===== config.mk =====
export PLATFORM = sky130hd
export DESIGN_NAME = pending_encoder
export DESIGN_NICKNAME = d
export VERILOG_FILES = /design/src/rtl/pending_encoder.sv
export SDC_FILE = /design/constraint.sdc
export NUM_CORES = 1
export LEC_CHECK = 0
export ABC_CLOCK_PERIOD_IN_PS = 6580
export BUFFER_PORTS_ARGS = -buffer_cell sky130_fd_sc_hd__buf_2
export CORE_ASPECT_RATIO = 1.75
export CORE_MARGIN = 8
export CORE_UTILIZATION = 60
export CTS_CLUSTER_DIAMETER = 50
export DETAILED_ROUTE_END_ITERATION = 10
export GPL_TIMING_DRIVEN = 0
export PLACE_DENSITY = 0.8
export SLEW_MARGIN = 20
export SYNTH_ARGS = -nofsm -noshare
export SYNTH_HDL_FRONTEND = slang
export SYNTH_SLANG_ARGS = --single-unit

===== constraint.sdc =====
create_clock -name clk -period 6.58 [get_ports clk]
set_input_delay 0.329 -clock clk [delete_from_list [all_inputs] [get_ports clk]]
set_output_delay 0.329 -clock clk [all_outputs]
set_load 0.1 [all_outputs]

===== src/rtl/pending_encoder.sv =====
// Sticky 32-bit request collector that offers one pending index at a time
// over a valid/ready handshake, with fixed or rotating priority.
module pending_encoder #(
    parameter bit ROUND_ROBIN = 1'b1
) (
    input  logic        clk,
    input  logic        reset,
    input  logic [31:0] req_in,
    input  logic        enable,
    input  logic        ready,
    output logic [4:0]  idx_out,
    output logic        valid,
    output logic [31:0] pending,
    output logic        dup_pulse
);

    typedef enum logic {
        IDLE,
        OFFER
    } state_e;

    state_e      state_q, state_d;
    logic [31:0] pending_q, pending_d;
    logic [4:0]  idx_q, idx_d;
    logic        valid_q, valid_d;
    logic        dup_q, dup_d;
    logic [4:0]  ptr_q, ptr_d;

    logic [31:0] set_vec;
    logic [31:0] clr_vec;
    logic        hs;
    logic [4:0]  start;
    logic [4:0]  k;
    logic [4:0]  hit_idx;
    logic        hit;

    assign hs      = valid_q && ready;
    assign set_vec = enable ? req_in : 32'd0;
    assign clr_vec = hs ? (32'd1 << idx_q) : 32'd0;
    assign start   = ROUND_ROBIN ? ptr_q : 5'd0;

    // Circular search upward from start; the 5-bit add wraps 31 -> 0.
    always_comb begin
        hit     = 1'b0;
        hit_idx = 5'd0;
        k       = 5'd0;
        for (int i = 0; i < 32; i++) begin
            k = start + 5'(i);
            if (!hit && pending_q[k]) begin
                hit     = 1'b1;
                hit_idx = k;
            end
        end
    end

    always_comb begin
        state_d   = state_q;
        idx_d     = idx_q;
        valid_d   = valid_q;
        ptr_d     = ptr_q;
        pending_d = (pending_q & ~clr_vec) | set_vec;
        dup_d     = |(set_vec & pending_q & ~clr_vec);
        unique case (state_q)
            IDLE: begin
                valid_d = 1'b0;
                if (hit) begin
                    state_d = OFFER;
                    idx_d   = hit_idx;
                    valid_d = 1'b1;
                end
            end
            OFFER: begin
                valid_d = 1'b1;
                if (hs) begin
                    state_d = IDLE;
                    valid_d = 1'b0;
                    if (ROUND_ROBIN) begin
                        ptr_d = idx_q + 5'd1;
                    end
                end
            end
            default: begin
                state_d = IDLE;
                valid_d = 1'b0;
            end
        endcase
    end

    always_ff @(posedge clk) begin
        if (reset) begin
            state_q   <= IDLE;
            pending_q <= 32'd0;
            idx_q     <= 5'd0;
            valid_q   <= 1'b0;
            dup_q     <= 1'b0;
            ptr_q     <= 5'd0;
        end else begin
            state_q   <= state_d;
            pending_q <= pending_d;
            idx_q     <= idx_d;
            valid_q   <= valid_d;
            dup_q     <= dup_d;
            ptr_q     <= ptr_d;
        end
    end

    assign idx_out   = idx_q;
    assign valid     = valid_q;
    assign pending   = pending_q;
    assign dup_pulse = dup_q;

endmodule


==> Word level (Yosys, flattened, before mapping) <==
Index checks and enable logic that the tools add are counted.
{ "classes": {"addsub": 32, "magnitude_cmp": 32, "shifts": 1, "muxes": 133, "bitwise": 6, "n_reduce_logical": 66} }
{ "op_table": {"columns": ["operator", "count"], "rows": [
  ["$lt 5x6->1 const B", 32],
  ["$bmux 1 s5", 32],
  ["$mux 5", 32],
  ["$and 32x32->32", 3],
  ["$add 5x5->5 const B", 16],
  ["$mux 1", 66],
  ["$mux 32", 2],
  ["$add 5x4->5 const B", 8],
  ["$logic_and 1x1->1", 32],
  ["$not 32->32", 1],
  ["$or 32x32->32", 1],
  ["$reduce_or 32->1", 1],
  ["$shl 1x5->32 const A", 1],
  ["$logic_not 1->1", 31],
  ["$add 5x3->5 const B", 4],
  ["$add 5x1->5 const B", 2],
  ["$add 5x2->5 const B", 2],
  ["$reduce_and 2->1", 2],
  ["$pmux 1 s2", 1],
  ["$not 1->1", 1]
]} }
{ "totals": {"register_bits": 44, "in_bits": 36, "output_inout_bits": 39, "word_cells": 275} }

==> Longest topological paths before layout <==
{ "depth": {"ltp_word": 98, "depth_mapped": 24, "depth_no_buf": 14} }

==> Least setup slack after synthesis <==
OpenSTA, ideal clock, no wires.
{ "synth_timing": {"kind": "flip-flop to flip-flop", "startpoint": "reg ptr_q[1]", "endpoint": "reg idx_q[4], in the netlist idx_out[4]", "setup_time_ns": 0.120, "t_arrival_ns": 5.737, "required_ns": 6.460, "setup_slack_ns": 0.723, "path_stages_with_launch": 22, "path_buffers": 8, "synth_period_minus_slack_ns": 5.857, "path_cell_list": "dfxtp_1 > clkbuf_1 > buf_6 > buf_6 > buf_2 > clkbuf_1 > inv_1 > ha_1 > buf_6 > buf_6 > mux4_2 > mux4_2 > mux2_4 > or4_1 > buf_6 > nor3_4 > nand4_1 > o221a_1 > a211oi_1 > a21oi_1 > and3b_1 > o31a_1"} }
{ "synth_via": {"elab_chain_cells": 97, "elab_cells_between_ends": 222, "classes_between": "add/sub (31); mux (128); reduce/logical (63)"} }
{ "synth_rtl": {"columns": ["item", "line_no", "source"], "rows": [
  ["start, declared", "27", "logic [4:0] ptr_q, ptr_d;"],
  ["start signal, assigned", "103", "ptr_q <= ptr_d;"],
  ["parallel branches: the longest is 97 deep, another holds $add 5x1->5", null, null],
  ["end signal, assigned", "100", "idx_q <= idx_d;"],
  ["end, declared", "24", "logic [4:0] idx_q, idx_d;"]
]} }
Parallel ways; which one is timed is not known. The select of a mux whose other input is x is not followed.
A chain may end at the register's enable or synchronous reset.

==> Worst setup path in the final report <==
{ "layout_timing": {"startpoint": "reg ptr_q[2]", "endpoint": "reg idx_q[3], in the netlist idx_out[3]"} }
The elaborated chain is that of the path after synthesis.

==> results.sh <==
export IMPL_final_hold_viol_count=0
export IMPL_fp_dieW_um=107
export IMPL_ys_seq_elements=44
export IMPL_synth_enable_flop_cells=0
export IMPL_io_pins=75
export IMPL_core_area_um2=14200
export IMPL_yosysUniqueCellTypes=85
export IMPL_grt_pass1_wl_um=62600
export IMPL_critPathKind="flop to flop"
export IMPL_setup_viol=0
export IMPL_post_dp_hpwl_um=31500
export IMPL_hp_class="input port to flop"
export IMPL_ir_drop_uv=213
export IMPL_cts_inserted_buffers=5
export IMPL_num_vias=10278
export IMPL_crit_path_start="ptr_q[2]"
export IMPL_relSlewSlack_pct=17.4
export IMPL_cp_max_fo=15
export IMPL_antenna_found_initial=1
export IMPL_syn_cell_area_um2=8670
export IMPL_maxSlewViolCount=0
export IMPL_r2r_end="idx_out[3]"
export IMPL_synthArstFlopShare_pct=0
export IMPL_wirelength_um=42000
export IMPL_ys_flop_type="dfxtp_1"
export IMPL_syn_to_final_growth_pct=11.9
export IMPL_yosys_warnings=0
export IMPL_cts_sinks=44
export IMPL_synth_top_area_share_pct=22.1
export IMPL_place_area_um2=9260
export IMPL_holdCritStartpoint="req_in[3]"
export IMPL_endpoint_kind="flop"
export IMPL_synth_area_leader_cell="mux4_2"
export IMPL_cp_required_ns=6.78
export IMPL_clk_latency_ns=0.30
export IMPL_timing_critical_path_buf_inv=6
export IMPL_max_freq_mhz=156
export IMPL_reg2reg_slack_ns=0.17
export IMPL_total_power_mw=3.03
export IMPL_start_util_pct=60.9
export IMPL_crit_path_frequent_cell="clkbuf_1"
export IMPL_final_area_um2=9690
export IMPL_power_density_nw_per_um2=312
export IMPL_cts_buffer_depth=2
export IMPL_place_gp_congestion=1.04
export IMPL_synth_cells=1030
export IMPL_worst_r2r_cell_count=19
export IMPL_clk_pin_slew_ns=0.07
export IMPL_netlist_top_cells_area="mux4_2 (22%), mux2i_1 (10%), dfxtp_1 (10%), nand2_1 (4.7%), mux2_2 (4.4%)"
export IMPL_clock_skew_ns=0.00937
export IMPL_dieArea_um2=18700
export IMPL_holdPathEnd="pending[3]"
export IMPL_worstReg2RegStart="ptr_q[2]"
export IMPL_h_tree_depth=2
export IMPL_vias_per_cell=7.91
export IMPL_start_kind="flop"
export IMPL_crit_family="buffers and inverters"
export IMPL_period_share_pct=97.4
export IMPL_post_place_ws_ns=-1.41
export IMPL_finalWorstSetupSlack_ns=0.170
export IMPL_cts_root_buf="clkbuf_16"
export IMPL_grt_usage_pct=44.7
export IMPL_status="completed"
export IMPL_cp_cell_sequence="buf_2, inv_1, clkbuf_1, ha_1, clkbuf_1, clkbuf_2, mux4_2, mux2i_1, mux2_2, mux2_2, nand3_1, nor2_2, clkbuf_1, nand4b_1, o311ai_0, a21oi_1, a2111oi_1, o21ai_1, o311ai_1"
export IMPL_p_leak_nw=3.51
export IMPL_finalNetCount=1170
export IMPL_crit_slowest_cell="clkbuf_1"
export IMPL_die_h_um=175
export IMPL_synth_nets=1084
export IMPL_hold_path_depth=3
export IMPL_drive_above_1_share_pct=25.0
export IMPL_grt_max_degree=20
export IMPL_cts_tree="done"
export IMPL_wl_per_cell_um=32.3
export IMPL_gr_total_overflow=0
export IMPL_post_route_drc_count=0
export IMPL_tightest_slew_ns=1.24
export IMPL_antenna_left=0
export IMPL_drv_cap=0
export IMPL_std_cell_rows=58
export IMPL_rsz0062_at_grt="false"
export IMPL_drtIter0Drc=1158
export IMPL_first_global_vias=10056
export IMPL_drtPass1Iterations=6
export IMPL_post_route_min_period_ns=6.41
export IMPL_port_buffers=73
export IMPL_syn_avg_cell_area_um2=8.41
export IMPL_arrival_ns=6.61
export IMPL_slowest_delay_ns=0.50
export IMPL_seq_area_frac_synth_pct=10.2
[synth_stat cells, drive strengths merged, types with 3 or more instances]
cell type  number
a2111oi         4
a211oi         16
a21boi          6
a21oi          66
a221oi          4
a22oi           5
a311oi          3
a31oi          11
and2           10
and3            7
buf            30
clkbuf         61
dfxtp          44
ha             18
inv            32
mux2           39
mux2i          89
mux4           85
nand2         109
nand2b          8
nand3          32
nand4          19
nand4b          4
nor2           64
nor2b          11
nor3           16
nor4           11
o2111ai        15
o211ai         31
o21a            4
o21ai          58
o221ai          6
o22a            5
o22ai           7
o2bb2ai         3
o311ai          3
o31a            5
or2             4
or3             6
or4             3
xnor2          23
xor2           10
[through the flow]
| step | utilization, % | hold WS (ns) | cells | TNS (ns) |
|---|---|---|---|---|
| after floorplan | - | 0.478 | 1030 | 0 |
| after global placement | 65.1 | 0.562 | 1283 | -6.31 |
| after detailed placement | 65.1 | 0.577 | 1283 | -6.54 |
| after CTS | 66.8 | 0.294 | 1291 | 0 |
| after global routing | 68.1 | 0.298 | 1297 | 0 |
| final | 68.1 | 0.294 | 1299 | 0 |
[how the worst max path moves through the flow]
| stage | to | cells after the start |
|---|---|---|
| 6_report | idx_out[3] | 19 |
| 5_1_grt | idx_out[1] | 21 |
| 4_1_cts | idx_out[1] | 21 |
| 3_5_place_dp | idx_out[1] | 23 |
| 3_3_place_gp | idx_out[1] | 23 |
| 2_1_floorplan | idx_out[4] | 21 |
[metal layers]
| layer | wire [um] | part of all wire, % | GRT usage [%] |
|---|---|---|---|
| met1 | 12500 | 30 | 44.5 |
| met2 | 19200 | 46 | 71.8 |
| met3 | 4900 | 12 | 12.9 |
| met4 | 5340 | 13 | 43.1 |
| met5 | 60 | 0.14 | 1.99 |
[cells by family (layout without fill, tap and decap cells)]
family / after synthesis / count (layout) / share of synthesized area [%]
flops: 44 / 44 / 10.2
xor+xnor: 33 / 33 / 3.42
fa+ha+maj: 18 / 18 / 2.60
compound gates: 282 / 282 / 21.9
buf+inv: 124 / 211 / 6.28
simple gates: 316 / 316 / 18.1
other cells: 0 / 2 / 0
mux: 213 / 213 / 37.5
[registers in the layout, indices dropped and copies added, names as in the netlist]
name and cells:
pending 32, idx_out 5, ptr_q 5, dup_pulse 1, valid 1
[power breakdown]
part           total [mW]  switching [mW]  leakage [nW]  internal [mW]
combinational        2.37            1.59          3.06          0.785
clock               0.299           0.118        0.0840          0.181
sequential          0.357          0.0597         0.365          0.297
[cell usage in the layout (no fill, tap or decap), types with 31 or more instances in the layout]
master,netlist,routed
nor2_1,63,61
o21ai_0,56,54
dfxtp_1,44,43
mux2_2,34,34
clkbuf_1,61,54
mux2i_1,89,87
mux4_2,85,85
a21oi_1,66,66
o211ai_1,31,31
buf_2,15,86
nand2_1,109,109
[what timing repair did]
action | 4_1_cts | 5_1_grt
buffers inserted | 1 | 6
resized for setup | 18 | 26
setup endpoints to repair | 6 | 6
pin swaps | 0 | 3
hold buffers | 0 | 0
[final cells by class]
type / count / area (um^2)
Multi-Input combinational cell: 862 / 7400
Fill cell: 1209 / 4530
Sequential cell: 44 / 882
Timing Repair Buffer: 81 / 438
Buffer: 89 / 438
Tap cell: 180 / 225
Inverter: 33 / 128
Clock buffer: 5 / 125
Clock inverter: 3 / 47.5
Antenna cell: 2 / 5.00
[worst min-delay path: stages]
cell	delay (ns)
buf_2	0.11
nand2_1	0.05
a21oi_1	0.06
(Power assumes the default switching activity.)
